**config.mk**
```make
export PLATFORM = sky130hd
export DESIGN_NAME = mmio_uart_tx
export DESIGN_NICKNAME = d
export VERILOG_FILES = /design/src/rtl/mmio_uart_tx.sv
export SDC_FILE = /design/constraint.sdc
export NUM_CORES = 1
export LEC_CHECK = 0
export ABC_AREA = 1
export BUFFER_PORTS_ARGS = -buffer_cell sky130_fd_sc_hd__buf_2
export CORE_UTILIZATION = 45
export DETAILED_ROUTE_END_ITERATION = 8
export PLACE_DENSITY = 0.81
export SLEW_MARGIN = 25
export SYNTH_ARGS = -nofsm -noshare
export SYNTH_HDL_FRONTEND = slang
export SYNTH_SLANG_ARGS = --single-unit
```
**constraint.sdc**
```tcl
create_clock -name clk -period 2.7 [get_ports clk]
set_clock_uncertainty 0.2 [all_clocks]
set_input_delay 0.54 -clock clk [delete_from_list [all_inputs] [get_ports clk]]
set_output_delay 0.54 -clock clk [all_outputs]
set_load 0.1 [all_outputs]
```
**src/rtl/mmio_uart_tx.sv**
```systemverilog
// MMIO 8N1 UART transmitter: TXDATA store enqueues a byte, STATUS load returns {overflow, full, busy}.
// Define UART_TX_FIFO_EN for a FIFO_DEPTH-entry queue; otherwise a single holding register is used.
module mmio_uart_tx #(
   parameter logic [31:0] BASE_ADDR    = 32'hFFFF_FF00,
   parameter int          CLKS_PER_BIT = 16,
   parameter int          FIFO_DEPTH   = 4
) (
   input  logic        clk,
   input  logic        reset,
   input  logic        memwrite,
   input  logic [31:0] dataadr,
   input  logic [31:0] writedata,
   output logic [31:0] rd,
   output logic        sel,
   output logic        txd
);

   typedef enum logic [1:0] {S_IDLE, S_START, S_DATA, S_STOP} state_t;

   localparam int CW = (CLKS_PER_BIT > 2) ? $clog2(CLKS_PER_BIT) : 1;
   localparam logic [CW-1:0] CNT_LOAD = CW'(CLKS_PER_BIT - 1);

   state_t        r_state;
   state_t        w_next;
   logic [CW-1:0] r_cnt;
   logic [2:0]    r_bit;
   logic [7:0]    r_shreg;
   logic          r_ovf;

   logic          w_wr_data;
   logic          w_wr_stat;
   logic          w_bit_end;
   logic          w_pop;
   logic          w_push;
   logic          w_full;
   logic          w_empty;
   logic          w_busy;
   logic [7:0]    w_q_dat;
   logic          w_unused;

   assign sel       = (dataadr[31:3] == BASE_ADDR[31:3]);
   assign w_wr_data = memwrite && sel && !dataadr[2];
   assign w_wr_stat = memwrite && sel &&  dataadr[2];
   assign w_bit_end = (r_cnt == '0);
   // The pop frees a slot on the same edge, so a write to a full queue is still accepted.
   assign w_pop     = !w_empty && ((r_state == S_IDLE) || (r_state == S_STOP && w_bit_end));
   assign w_push    = w_wr_data && (!w_full || w_pop);
   assign w_busy    = (r_state != S_IDLE) || !w_empty;
   assign rd        = (sel && dataadr[2]) ? {29'b0, r_ovf, w_full, w_busy} : 32'b0;

`ifdef UART_TX_FIFO_EN
   localparam int PW = (FIFO_DEPTH > 2) ? $clog2(FIFO_DEPTH) : 1;

   logic [7:0]  r_mem [FIFO_DEPTH];
   logic [PW-1:0] r_wptr;
   logic [PW-1:0] r_rptr;
   logic [PW:0]   r_count;

   assign w_full   = (r_count == (PW+1)'(FIFO_DEPTH));
   assign w_empty  = (r_count == '0);
   assign w_q_dat  = r_mem[r_rptr];
   assign w_unused = ^{writedata[31:8], dataadr[1:0]};

   always_ff @(posedge clk) begin
      if (w_push) r_mem[r_wptr] <= writedata[7:0];
   end

   always_ff @(posedge clk) begin
      if (reset) begin
         r_wptr  <= '0;
         r_rptr  <= '0;
         r_count <= '0;
      end else begin
         if (w_push) r_wptr <= r_wptr + PW'(1);
         if (w_pop)  r_rptr <= r_rptr + PW'(1);
         case ({w_push, w_pop})
            2'b10:   r_count <= r_count + (PW+1)'(1);
            2'b01:   r_count <= r_count - (PW+1)'(1);
            default: r_count <= r_count;
         endcase
      end
   end
`else
   logic [7:0] r_hold;
   logic       r_hold_vld;

   assign w_full   = r_hold_vld;
   assign w_empty  = !r_hold_vld;
   assign w_q_dat  = r_hold;
   assign w_unused = ^{writedata[31:8], dataadr[1:0], (FIFO_DEPTH == 0)};

   always_ff @(posedge clk) begin
      if (reset) begin
         r_hold     <= 8'h00;
         r_hold_vld <= 1'b0;
      end else if (w_push) begin
         r_hold     <= writedata[7:0];
         r_hold_vld <= 1'b1;
      end else if (w_pop) begin
         r_hold_vld <= 1'b0;
      end
   end
`endif

   always_ff @(posedge clk) begin
      if (reset) begin
         r_ovf <= 1'b0;
      end else if (w_wr_stat) begin
         r_ovf <= 1'b0;
      end else if (w_wr_data && w_full && !w_pop) begin
         r_ovf <= 1'b1;
      end
   end

   always_ff @(posedge clk) begin
      if (reset) r_state <= S_IDLE;
      else       r_state <= w_next;
   end

   always_comb begin
      w_next = r_state;
      case (r_state)
         S_IDLE:  if (!w_empty) w_next = S_START;
         S_START: if (w_bit_end) w_next = S_DATA;
         S_DATA:  if (w_bit_end && r_bit == 3'd7) w_next = S_STOP;
         S_STOP:  if (w_bit_end) w_next = w_empty ? S_IDLE : S_START;
         default: w_next = S_IDLE;
      endcase
   end

   always_comb begin
      case (r_state)
         S_START: txd = 1'b0;
         S_DATA:  txd = r_shreg[0];
         default: txd = 1'b1;
      endcase
   end

   always_ff @(posedge clk) begin
      if (reset) begin
         r_cnt   <= '0;
         r_bit   <= 3'd0;
         r_shreg <= 8'h00;
      end else if (w_pop) begin
         r_cnt   <= CNT_LOAD;
         r_bit   <= 3'd0;
         r_shreg <= w_q_dat;
      end else if (r_state != S_IDLE) begin
         if (w_bit_end) begin
            r_cnt <= CNT_LOAD;
            if (r_state == S_DATA) begin
               r_shreg <= {1'b0, r_shreg[7:1]};
               r_bit   <= r_bit + 3'd1;
            end
         end else begin
            r_cnt <= r_cnt - CW'(1);
         end
      end
   end

endmodule

```
==> impl_summary.log <==
INFO  metric ys_seq_elements = 27
INFO  metric grt_pass1_wl = 5.87 mm
INFO  metric number_of_antenna_violations_at_the_first_check_in_global_routing = 0
INFO  metric critPathMaxStageDelay = 0.44 ns
INFO  metric synth_cells = 281
INFO  metric synth_top_area_cell = dfxtp_1
INFO  metric synth-seq-area-share = roughly 30%
INFO  metric detail_route.first_pass.iterations = 4
INFO  metric fin_worst_hold_slack = 0.268 ns
INFO  metric drt_drc_violations_left = 0
INFO  metric worstPathCellList = inv_1 > ha_1 > or2_2 > o21ai_1 > buf_2
INFO  metric core_region_area = approximately 3800 um2
INFO  metric initial_utilization = 48.3%
INFO  metric cp_data_arrival_time = roughly 1.8 ns
INFO  metric worst-endpoint-required = approximately 2.0 ns
INFO  metric layout_min_cycle_time = 2.56 ns
INFO  metric number_of_global_route_vias_before_repair = 1,491
INFO  metric worst-setup-path-type = flop to output pin
INFO  metric synth-compound-area-share = between 10% and 20%
INFO  metric buffer_ports.inserted = 45
INFO  metric powerDensity = slightly above 600 nW/um2
INFO  metric die_h = 65.6 um
INFO  metric cts_resized = 0
INFO  metric drive_gt1_share = between 20% and 30%
INFO  metric cell_area_after_synthesis = 1820 um2
INFO  metric pwr-share-comb = 45.2%
INFO  metric antenna_cells_inserted = 0
INFO  metric detailed_place_hpwl = 2.71 mm
INFO  metric grt_usage = 17.4%
INFO  metric vias = between 1,500 and 2,000
INFO  metric seq_power_share = 35.9%
INFO  metric final_weighted_congestion_of_routability_driven_global_placement = 0.777
INFO  metric power.ir.vdd_worst = roughly 0.3 mV
INFO  metric cts.path.max_buffers = 2
INFO  metric timing.final.setup_violations = 0
INFO  metric die_w = around 66 um
INFO  metric finalCritPeriodShare = between 90% and 100%
INFO  metric largest_family_of_logic_cells_by_synthesized_area = simple AND/OR/NAND/NOR gates
INFO  metric clk_latency = 0.27 ns
INFO  metric netSwitchingPower = 597 uW
INFO  metric cts_post_setup_buffers_inserted = 0
INFO  metric hold_violations = 0
INFO  metric critical-path-slowest-cell = buf_2
INFO  metric drv_cap = 0
INFO  metric synth-warning-count = 0
INFO  metric worst-path-max-fanout = 6
INFO  metric drtAntennaViolNets = 0
INFO  metric cp.buffers_inverters = 2
INFO  metric postLayoutCoreUtil = 55.2%
INFO  metric timing_worst_slew_pin_value = 0.537 ns
INFO  metric dr.first_iter.drc_count = 52
INFO  metric overflow = 0
INFO  metric ctsRootBufferMaster = clkbuf_8
INFO  metric h-tree-depth = 1
INFO  metric top_cells_by_area_in_the_synthesized_netlist = dfxtp_1, nand2_1, buf_4, nor2_1, inv_1
INFO  metric adder_cell_area_share_of_the_yosys_netlist = under 10%
INFO  metric area_delta_synth_final = 14.4%
INFO  metric yosysUniqueCellTypes = 26
INFO  metric clk_pin_slew = 0.10 ns
INFO  metric timing_limited_maximum_frequency = ~0.39 GHz
INFO  metric timing.final.max_slew_violations = 0
INFO  metric layout_commonest_cell = nand2_1
INFO  metric run_status = finished clean
INFO  metric fp-row-count = 22
INFO  metric tritoncts.num_buffers = 3
INFO  metric synthesis.area_per_instance = about 6.5 um2
INFO  metric final_cell_mix = nand2_1, buf_2, nor2_1
INFO  metric post_synthesis_xor_xnor_area_fraction = 0.962%
INFO  metric clock_sinks = 27
INFO  metric synthDominantCellAreaShare = 29.7%
INFO  metric worst_setup_path_start_kind = flop
INFO  metric muxShareOfSynthArea = 0%
INFO  metric boundaryPins = 101
INFO  metric cts_tree = yes
INFO  metric internal_power = approximately 680 uW
INFO  metric endpoint_kind = output pin
INFO  metric p_leak = 0.00102 uW
INFO  metric rsz0062_at_grt = false
INFO  metric timing.slew.headroom = 64.1%
INFO  metric die_area = 4300 um2
INFO  metric via_per_inst = 4.44
INFO  metric post_synth_and_or_nand_nor_area_fraction = 32.2%
INFO  metric holdCritPathClass = flop to flop
INFO  metric grt_max_degree = 18
INFO  metric power.share.switching = 46.8%
INFO  metric cts_hold_repair.buffers = 0
INFO  metric layout.nets = about 400
INFO  metric critical_path.top_delay_family = buffers and inverters
INFO  metric clock_power_share = 18.9%
INFO  metric overall_routed_net_length = 3.38 mm
INFO  metric routed_wire_length_per_instance = 9.06 um
cells by family after synthesis:
| group | Yosys count |
|---|---|
| other cells | 1 |
| xor+xnor | 2 |
| flops | 27 |
| compound gates | 37 |
| fa+ha+maj | 8 |
| simple gates | 140 |
| buf+inv | 66 |
final timing paths:
kind              slack (ns)    endpoint  startpoint  depth (start not counted)
setup / recovery        0.14         txd  r_state[0]                          5
hold / removal          0.27  r_shreg[5]  r_shreg[5]                          2
hold reg to reg         0.27  r_shreg[5]  r_shreg[5]                          2
setup reg to reg        0.70  r_shreg[7]  r_state[0]                          9
cell type report:
| type | count | area [um2] |
|---|---|---|
| sequential | 27 | 541 |
| tap | 48 | 60.1 |
| clock inverter | 1 | 8.76 |
| clock buffer | 3 | 41.3 |
| multi-input combinational | 216 | 1040 |
| timing repair buffer | 45 | 270 |
| inverter | 33 | 126 |
| fill | 374 | 1690 |
cells in the mapped netlist:
master / count
ha_1: 8
clkbuf_1: 1
or2_2: 1
conb_1: 1
buf_6: 2
inv_1: 28
nor2_4: 1
nand3_1: 15
nand2_4: 1
o21ai_1: 11
buf_4: 29
o211ai_1: 1
o21ai_0: 5
nand4_1: 1
nor2_1: 44
buf_1: 1
dfxtp_1: 27
o21ai_4: 1
xnor2_1: 2
nor2_2: 3
nand2_1: 72
inv_2: 5
a21oi_1: 18
nand2_2: 1
a31oi_1: 1
nor3_4: 1
flip-flops by register name, indices dropped and copies added (netlist names):
signal,cells
r_hold_vld,1
r_state,2
r_shreg,8
r_bit,3
r_hold,8
r_ovf,1
r_cnt,4
per-layer routing:
metal | vias up | share of wire, % | GRT usage [%]
met2 | 49 | 50 | 31.4
met3 | 6 | 5.1 | 4.34
li1 | 909 | - | -
met1 | 691 | 44 | 20.3
met5 | - | 0 | 0
met4 | 0 | 1.1 | 3.80
stage by stage:
stage	cell area, um2	instances	worst slack (ns)	setup TNS [ns]	total power, uW
floorplan	1950	309	-0.0540	-0.0540	983
global placement	2030	369	0.285	0	1030
detailed placement	2030	369	0.281	0	1040
CTS	2080	373	0.122	0	1290
global route	2080	373	0.0641	0	1350
finish	2080	373	0.140	0	1270
power groups by stage:
stage / Sequential (uW) / Clock, uW / Combinational, uW
floorplan: 461 / 0 / 523
global placement: 465 / 0 / 560
detailed placement: 468 / 0 / 576
CTS: 459 / 253 / 578
global route: 464 / 260 / 629
finish: 458 / 241 / 576
tightest hold or removal path: cells and delay by family (launching register included):
kind | cells | cell delay (ns)
simple gates | 1 | 0.06
compound gates | 1 | 0.05
flops | 1 | 0.32
Note: power is estimated with default switching activity, not from simulation.
